==> src/rtl/nf10_packet_truncator.sv <==
// nf10_packet_truncator: per-source-port AXI-Stream truncator that trims packets to a byte limit and drops the tail.
// Optional statistics counters are enabled by defining TRUNC_STATS_EN.
module nf10_packet_truncator #(
  parameter int C_AXIS_DATA_WIDTH  = 256,
  parameter int C_AXIS_TUSER_WIDTH = 128,
  parameter int NUM_PORTS          = 8,
  parameter int LEN_WIDTH          = 16
) (
  input  logic                              axi_aclk,
  input  logic                              axi_resetn,
  input  logic [C_AXIS_DATA_WIDTH-1:0]      s_axis_tdata,
  input  logic [C_AXIS_DATA_WIDTH/8-1:0]    s_axis_tstrb,
  input  logic [C_AXIS_TUSER_WIDTH-1:0]     s_axis_tuser,
  input  logic                              s_axis_tvalid,
  output logic                              s_axis_tready,
  input  logic                              s_axis_tlast,
  output logic [C_AXIS_DATA_WIDTH-1:0]      m_axis_tdata,
  output logic [C_AXIS_DATA_WIDTH/8-1:0]    m_axis_tstrb,
  output logic [C_AXIS_TUSER_WIDTH-1:0]     m_axis_tuser,
  output logic                              m_axis_tvalid,
  input  logic                              m_axis_tready,
  output logic                              m_axis_tlast,
  input  logic [NUM_PORTS-1:0]              cut_en,
  input  logic [NUM_PORTS*LEN_WIDTH-1:0]    cut_bytes,
  input  logic                              stats_clear,
  output logic [31:0]                       stat_pkts_cut,
  output logic [31:0]                       stat_bytes_drop
);
  localparam int BYTES = C_AXIS_DATA_WIDTH / 8;
  localparam int BW    = $clog2(BYTES);
  localparam int KW    = BW + 1;
  typedef enum logic [1:0] {SOP, PASS, DROP} state_t;
  state_t                r_state;
  logic                  r_cut;
  logic [LEN_WIDTH-1:0]  r_last_idx, r_word_cnt;
  logic [KW-1:0]         r_keep;
  logic                  w_match, w_en, w_cut, w_sop, w_cut_now, w_cut_word, w_xfer;
  logic [LEN_WIDTH-1:0]  w_cb, w_cbm1, w_last_idx, w_idx, w_cnt;
  logic [KW-1:0]         w_keep, w_keep_now;
  logic [BYTES-1:0]      w_mask;
  // Lowest set source-port bit wins; iterate downward so the last hit is the lowest.
  always_comb begin
    w_match = 1'b0;
    w_en    = 1'b0;
    w_cb    = '0;
    for (int i = NUM_PORTS - 1; i >= 0; i--)
      if (s_axis_tuser[16+i]) begin
        w_match = 1'b1;
        w_en    = cut_en[i];
        w_cb    = cut_bytes[i*LEN_WIDTH +: LEN_WIDTH];
      end
  end
  assign w_cbm1     = w_cb - LEN_WIDTH'(1);
  assign w_last_idx = w_cbm1 >> BW;
  assign w_keep     = {1'b0, w_cbm1[BW-1:0]} + KW'(1);
  assign w_cut      = w_match && w_en && (w_cb != '0) && (LEN_WIDTH'(s_axis_tuser[15:0]) > w_cb);
  assign w_sop      = r_state == SOP;
  assign w_cut_now  = w_sop ? w_cut : r_cut;
  assign w_idx      = w_sop ? w_last_idx : r_last_idx;
  assign w_keep_now = w_sop ? w_keep : r_keep;
  assign w_cnt      = w_sop ? '0 : r_word_cnt;
  assign w_cut_word = w_cut_now && (w_cnt == w_idx) && (r_state != DROP);
  assign w_mask     = {BYTES{1'b1}} >> (KW'(BYTES) - w_keep_now);
  assign s_axis_tready = (r_state == DROP) || m_axis_tready;
  assign m_axis_tvalid = (r_state != DROP) && s_axis_tvalid;
  assign m_axis_tdata  = s_axis_tdata;
  assign m_axis_tstrb  = w_cut_word ? (s_axis_tstrb & w_mask) : s_axis_tstrb;
  assign m_axis_tlast  = s_axis_tlast || w_cut_word;
  assign w_xfer        = s_axis_tvalid && s_axis_tready;
  always_comb begin
    m_axis_tuser = s_axis_tuser;
    if (w_sop && w_cut) m_axis_tuser[15:0] = 16'(w_cb);
  end
  always_ff @(posedge axi_aclk or negedge axi_resetn) begin
    if (!axi_resetn) begin
      r_state    <= SOP;
      r_word_cnt <= '0;
      r_cut      <= 1'b0;
      r_last_idx <= '0;
      r_keep     <= '0;
    end else if (w_xfer) begin
      if (w_sop) begin
        r_cut      <= w_cut;
        r_last_idx <= w_last_idx;
        r_keep     <= w_keep;
      end
      if (r_state == DROP) r_state <= s_axis_tlast ? SOP : DROP;
      else if (w_cut_word) r_state <= s_axis_tlast ? SOP : DROP;
      else r_state <= s_axis_tlast ? SOP : PASS;
      r_word_cnt <= (r_state != DROP && !w_cut_word && !s_axis_tlast) ? w_cnt + LEN_WIDTH'(1) : '0;
    end
  end
`ifdef TRUNC_STATS_EN
  logic [31:0] r_pkts, r_drop, w_drop;
  // Bytes masked off the cut word count as dropped alongside whole discarded words.
  assign w_drop = (r_state == DROP) ? 32'($countones(s_axis_tstrb)) :
                  w_cut_word ? 32'($countones(s_axis_tstrb & ~w_mask)) : 32'd0;
  always_ff @(posedge axi_aclk or negedge axi_resetn) begin
    if (!axi_resetn) begin
      r_pkts <= '0;
      r_drop <= '0;
    end else if (stats_clear) begin
      r_pkts <= '0;
      r_drop <= '0;
    end else if (w_xfer) begin
      if (w_sop && w_cut) r_pkts <= r_pkts + 32'd1;
      r_drop <= r_drop + w_drop;
    end
  end
  assign stat_pkts_cut   = r_pkts;
  assign stat_bytes_drop = r_drop;
`else
  logic w_unused;
  assign w_unused        = stats_clear;
  assign stat_pkts_cut   = '0;
  assign stat_bytes_drop = '0;
`endif
endmodule
==> config.mk <==
export PLATFORM = sky130hd
export DESIGN_NAME = nf10_packet_truncator
export DESIGN_NICKNAME = d
export VERILOG_FILES = /design/src/rtl/nf10_packet_truncator.sv
export SDC_FILE = /design/constraint.sdc
export NUM_CORES = 1
export LEC_CHECK = 0
export ABC_AREA = 1
export CAP_MARGIN = 20
export CORE_AREA = 4 4 398 400
export CTS_CLUSTER_DIAMETER = 40
export DETAILED_ROUTE_END_ITERATION = 10
export DIE_AREA = 0 0 402 404
export PLACE_DENSITY = 0.3
export SLEW_MARGIN = 20
export SYNTH_ARGS = -nofsm -noshare
export SYNTH_HDL_FRONTEND = slang
export SYNTH_SLANG_ARGS = --single-unit
==> constraint.sdc <==
create_clock -name axi_aclk -period 11.2 [get_ports axi_aclk]
set_clock_uncertainty 0.1 [all_clocks]
set_input_delay 1.68 -clock axi_aclk [delete_from_list [all_inputs] [get_ports axi_aclk]]
set_output_delay 1.68 -clock axi_aclk [all_outputs]
set_load 0.01 [all_outputs]
==> impl_metrics.csv, run 1 <==
group,metric,value,unit
status,status,"finished, final reports clean",
final_layout,multi_input_area,0.004314,sq mm
logic_synthesis,syn_inst,1433,
sta,fin_crit_sh,81.20,%
clock_tree,root_buffer,"clkbuf_16",
worst_hold_path,hold_class,"reg2reg",
final_layout,regArea,0.001026,sq mm
die,rows,145,
detailed_routing,wl,71.57,mm
setup_path,worstPathArrival,7.31,ns
power,pwr-share-seq,20.0,%
grt,grt_pass1_wl,89.40,mm
die,die_x,402,um
worst_hold_path,holdPathStages,2,
die,die-area,0.1624,sq mm
setup_path,path_common_cell,"nand2_1",
setup_path,cp_slowest_cell,"clkdlybuf4s50_1",
setup_path,cp-start-kind,"input port",
clock_tree,clk_latency,0.28,ns
clock_tree,cts_inserted_buffers,5,
logic_synthesis,yosysMostFrequentCell,"buf_4",
setup_path,worstReg2RegStart,"r_state[0]",
logic_synthesis,synthTopCellsByCount,"buf_4 (442), nand2_1 (322), nor2_1 (110)",
sta,max_freq,0.1100,GHz
sta,final_max_slew_viol_count,0,
power,ir_drop,0.04520,mV
sta,tightest_slew,0.9968,ns
setup_path,path_max_fanout,19,
logic_synthesis,seq_area_frac_synth,11.26,%
logic_synthesis,synthArstFlopShare,100.0,%
final_layout,final_area,0.01122,sq mm
detailed_routing,vias,8081,
clock_tree,cts_resized,0,
placed_design,placed_area,0.01107,sq mm
clock_tree,ctsLongestPathBuffers,2,
clock_tree,post_cts_buffers,0,
die,initial_core_util,5.869,%
grt,grt_max_degree,42,
logic_synthesis,synth.area.top_cells,"buf_4 (36%), nand2_1 (13%), dfrtp_1 (11%)",
power,combPwrFrac,64.7,%
grt,overflow,0,
detailed_routing,first_pass_iters,4,
logic_synthesis,synth_edf_count,0,
die,core_region_area,0.1553,sq mm
power,p_int,0.0004820,W
detailed_routing,ant_nets,0,
detailed_routing,viasPerCell,2.402,
logic_synthesis,synth_seq_cells,41,
grt,antenna_found_initial,40,
final_layout,fillCellCount,18530,
grt,grtUsageTotal,8.416,%
power,power_leakage,4.333,nW
detailed_routing,wl_met1,25.63,mm
clock_tree,htreeDepth,2,
setup_path,critPathKind,"in2out",
clock_tree,clkTransAtPathRegs,0.06,ns
detailed_routing,dr_wl_met3,12.98,mm
die,num_io_pins,1041,
placed_design,io_buffers,255,
logic_synthesis,synth.top_cell.area_share,36.41,%
power,clock_power_share,15.3,%
final_layout,fin_nets,1883,
clock_tree,cts_tree,"yes",
detailed_routing,drc,0,
final_layout,syn_to_final_growth,23.13,%
clock_tree,clock-sinks,41,
placed_design,hpwl,64.47,mm
worst_hold_path,min_to,"r_word_cnt[13]",
clock_tree,hold_buffers,0,
power,p_per_area,86.13,mW/mm^2
sta,min_period,9.094,ns
sta,setup_viol,0,
power,switchingPower,0.0004845,W
setup_path,r2r_slack,7.86,ns
placed_design,routabilityCongestion,0.7297,
worst_hold_path,hold_start,"r_word_cnt[13]",
logic_synthesis,synth_top_cell_by_area,"buf_4",
setup_path,rr_worst_depth,14,
setup_path,critPathCaptureType,"output port",
final_layout,post-route-util,7.226,%
sta,finalHoldViolCount,0,
logic_synthesis,syn_area_per_cell,6.360,sq um
final_layout,drive_gt1_share,9.908,%
job,max_cap_viol_count,0,
setup_path,cp.required,9.42,ns
setup_path,max_stage_delay,0.94,ns
power,sw_frac_of_total,50.13,%
die,die_h,404,um
sta,rsz0062_at_grt,"false",
detailed_routing,drt-initial-drc-count,385,
detailed_routing,top_layer_used,"met5",
sta,setup_tns,0,ns
logic_synthesis,netlist_area,0.009114,sq mm
grt,grt_pass1_vias,8165,
logic_synthesis,yosys_warnings,0,
detailed_routing,wl_met2,30.26,mm
detailed_routing,wl_per_cell,21.28,um
logic_synthesis,synthFlopType,"dfrtp_1",
logic_synthesis,ys_types,51,
setup_path,r2r-end,"r_word_cnt[15]",
sta,maxSlewHeadroom,33.34,%
## layer usage
layer,global-route usage (%),vias to the layer above
li1,-,3760
met1,9.156,3497
met2,12.73,630
met3,6.260,184
met4,2.347,10
met5,1.219,-
## worst max-delay path by stage
stage          cells past startpoint              from               end
2_1_floorplan                     25  s_axis_tuser[20]  m_axis_tstrb[10]
3_3_place_gp                      28  s_axis_tuser[22]      m_axis_tlast
3_5_place_dp                      28  s_axis_tuser[22]      m_axis_tlast
4_1_cts                           28  s_axis_tuser[22]      m_axis_tlast
5_1_grt                           28  s_axis_tuser[22]      m_axis_tlast
6_report                          28  s_axis_tuser[22]      m_axis_tlast
## logic make-up (layout without fill, tap and decap cells)
group / after synthesis / in the layout / synth area share, %
muxes: 1 / 1 / 0.1235
AOI/OAI and AO/OA: 174 / 174 / 11.77
adders and majority gates: 23 / 23 / 3.158
and+or+nand+nor: 584 / 584 / 28.21
other: 1 / 68 / 0.04115
buffers and inverters: 594 / 400 / 44.00
xor gates and xnor gates: 15 / 15 / 1.441
DFF: 41 / 41 / 11.26
## worst max-delay path, delay by kind of cell
family | cells | cell delay [ns]
AND/OR/NAND/NOR | 19 | 2.47
adder cells (fa/ha/maj) | 1 | 0.35
buffers and inverters | 6 | 2.47
AO/OA/AOI/OAI | 2 | 0.32
## layout make-up
cell class / instances / share of cell area [%]
diodes: 4 / 0.08920
clock buffers: 7 / 1.271
inverters: 119 / 4.070
multi-input cells: 861 / 38.44
flip-flops and latches: 41 / 9.143
well taps: 2058 / 22.95
repair buffers: 274 / 24.04
## state kept, by name (all words and copies together), names as in the netlist
name,count
r_last_idx,16
r_word_cnt,16
r_keep,6
r_state,2
r_cut,1
## power by group through the flow
stage	Sequential, W	Clock, W	Combinational [W]
finish	0.000194	0.000147	0.000626
global route	0.000197	0.000158	0.000712
CTS	0.000194	0.000152	0.000650
detailed placement	0.000197	0	0.000647
global placement	0.000197	0	0.000648
floorplan	0.000190	0	0.000505
## layout by cell type, fill, tap and decap left out, types with 6 or more instances in the layout
cell             synthesis  layout
ha_1                    23      23
clkdlybuf4s50_1          0     251
buf_4                  442      22
inv_1                  106     106
dfrtp_1                 41      41
nand3_1                 62      62
o21ai_1                 10      10
a21oi_1                 49      49
nand2_1                322     322
a21oi_2                 31      31
nand4_1                 22      22
or2_2                    9       9
conb_1                   1      64
xor2_1                  10      10
a31oi_1                 13      13
inv_2                    6       6
nor2_1                 110     110
o21ai_0                 48      48
nand2_2                 25      25
## metrics by stage
step	total power [W]	setup slack, ns	instances	hold WS, ns
2_1_floorplan	0.0006951	5.076	1496	0.3479
3_3_place_gp	0.0008451	2.010	3353	0.3643
3_5_place_dp	0.0008435	2.014	3353	0.3682
4_1_cts	0.0009960	1.999	3360	0.3837
5_1_grt	0.001067	1.473	3360	0.4017
6_report	0.0009666	2.106	3364	0.3806
Power figures use the tool's default switching activity.
==> run 2, diff against run 1 <==
- PLACE_DENSITY: 0.3 -> 0.31
- clock period: 11.2 -> 8.2 ns (I/O delays scaled with it)
==> impl_metrics.csv, run 2 (synthesized netlist as in run 1, its figures left out) <==
group,metric,value,unit
sta,rsz0062_at_grt,"false",
setup_path,cp_slowest_cell,"clkdlybuf4s50_1",
die,die_x,402,um
grt,antenna_found_initial,39,
grt,grtUsageTotal,8.426,%
setup_path,crit_start,"s_axis_tuser[22]",
final_layout,final_area,0.01142,sq mm
detailed_routing,first_pass_iters,5,
setup_path,path_common_cell,"nand2_1",
status,status,"finished, final reports clean",
setup_path,rr_worst_depth,14,
die,rows,145,
sta,min_period,7.449,ns
grt,grt_pass1_wl,89.97,mm
clock_tree,clkTransAtPathRegs,0.06,ns
sta,maxSlewHeadroom,45.45,%
setup_path,critPathCaptureType,"output port",
power,ir_drop,0.09831,mV
final_layout,most-common-layout-cells,"nand2_1 (322), clkdlybuf4s50_1 (248), nor2_1 (110)",
die,die-area,0.1624,sq mm
final_layout,syn_to_final_growth,25.26,%
final_layout,largestRegisters,"r_last_idx: 16 flops, r_word_cnt: 16 flops, r_keep: 6 flops",
final_layout,post-route-util,7.351,%
setup_path,worstReg2RegStart,"r_state[0]",
detailed_routing,wl_per_cell,21.31,um
placed_design,place_ws,0.6735,ns
setup_path,critPathKind,"in2out",
die,num_io_pins,1041,
power,p_per_area,117.1,mW/mm^2
setup_path,cp-start-kind,"input port",
setup_path,cp.required,6.87,ns
clock_tree,clock-sinks,41,
sta,final_max_slew_viol_count,0,
job,max_cap_viol_count,0,
final_layout,final_common_cell,"nand2_1",
grt,grt_max_degree,42,
worst_hold_path,hold_start,"r_word_cnt[9]",
placed_design,io_buffers,255,
die,initial_core_util,5.869,%
clock_tree,cts_inserted_buffers,5,
sta,tightest_slew,0.8152,ns
sta,fin_crit_sh,90.85,%
clock_tree,clk_latency,0.28,ns
grt,overflow,0,
grt,grt_use_met3,5.838,%
clock_tree,ctsLongestPathBuffers,2,
grt,grt_pass1_vias,8016,
setup_path,r2r_slack,4.84,ns
final_layout,fin_nets,1895,
sta,max_freq,0.1342,GHz
sta,setup_tns,0,ns
setup_path,worstPathArrival,6.12,ns
placed_design,placed_area,0.01125,sq mm
worst_hold_path,hold_class,"reg2reg",
grt,use_met1,9.728,%
detailed_routing,vias,8363,
die,die_h,404,um
final_layout,drive_gt1_share,11.04,%
detailed_routing,drt-initial-drc-count,407,
final_layout,fillCellCount,18520,
clock_tree,hold_buffers,0,
placed_design,routabilityCongestion,0.7904,
sta,setup_slack,0.7506,ns
placed_design,hpwl,65.41,mm
detailed_routing,drc,0,
sta,whs,0.3839,ns
worst_hold_path,holdPathStages,2,
detailed_routing,wl,72.02,mm
die,core_region_area,0.1553,sq mm
detailed_routing,viasPerCell,2.475,
clock_tree,cts_tree,"yes",
grt,gr-usage-met2,12.43,%
sta,finalHoldViolCount,0,
clock_tree,cts_resized,0,
sta,setup_viol,0,
detailed_routing,ant_nets,0,
clock_tree,root_buffer,"clkbuf_16",
clock_tree,post_cts_buffers,0,
setup_path,path_max_fanout,20,
setup_path,max_stage_delay,0.64,ns
power,power_leakage,4.427,nW
clock_tree,htreeDepth,2,
grt,grt_most_used_layer,"met2",
## run 2: final timing paths
| check | to |
|---|---|
| worst max-delay path | m_axis_tstrb[14] |
| worst min-delay path | r_word_cnt[9] |
| worst max register to register | r_word_cnt[15] |
| worst min register to register | r_word_cnt[9] |
| max in group asynchronous | r_word_cnt[4] |
| min in group asynchronous | r_word_cnt[11] |
## run 2: cell type report
cell class,count,area (sq um),area share (%)
antenna,7,17.52,0.1534
clock buffer,6,138.9,1.217
clock inverter,1,7.507,0.06576
inverter,119,456.7,4.000
multi-input combinational,861,4314,37.79
sequential,41,1026,8.987
tap,2058,2575,22.56
timing repair buffer,286,2880,25.23
## run 2: critical path: cells and delay by family
kind                       cells  cell delay, ns
and+or+nand+nor               17            2.50
AOI/OAI and AO/OA              4            0.35
adders and majority gates      1            0.29
buffers and inverters          5            1.69
## run 2: power by group
group	leakage, nW	switching, W	total, W	internal [W]
Combinational	3.82	0.000554	0.000872	0.000318
Clock	0.0690	0.0000808	0.000200	0.000119
Sequential	0.541	0.0000245	0.000264	0.000240
Total	4.43	0.000659	0.00134	0.000677
## run 2: stage by stage
stage / std cells / total power [W]
final: 3379 / 0.001337
after global routing: 3372 / 0.001470
after CTS: 3372 / 0.001377
after detailed placement: 3365 / 0.001168
after global placement: 3365 / 0.001169
after floorplan: 1496 / 0.0009494
## run 2: layer usage
metal / share of wire, % / vias to the layer above
met2: 42 / 657
met3: 16 / 199
met5: 0.42 / -
met1: 39 / 3709
li1: - / 3786
met4: 3.2 / 12
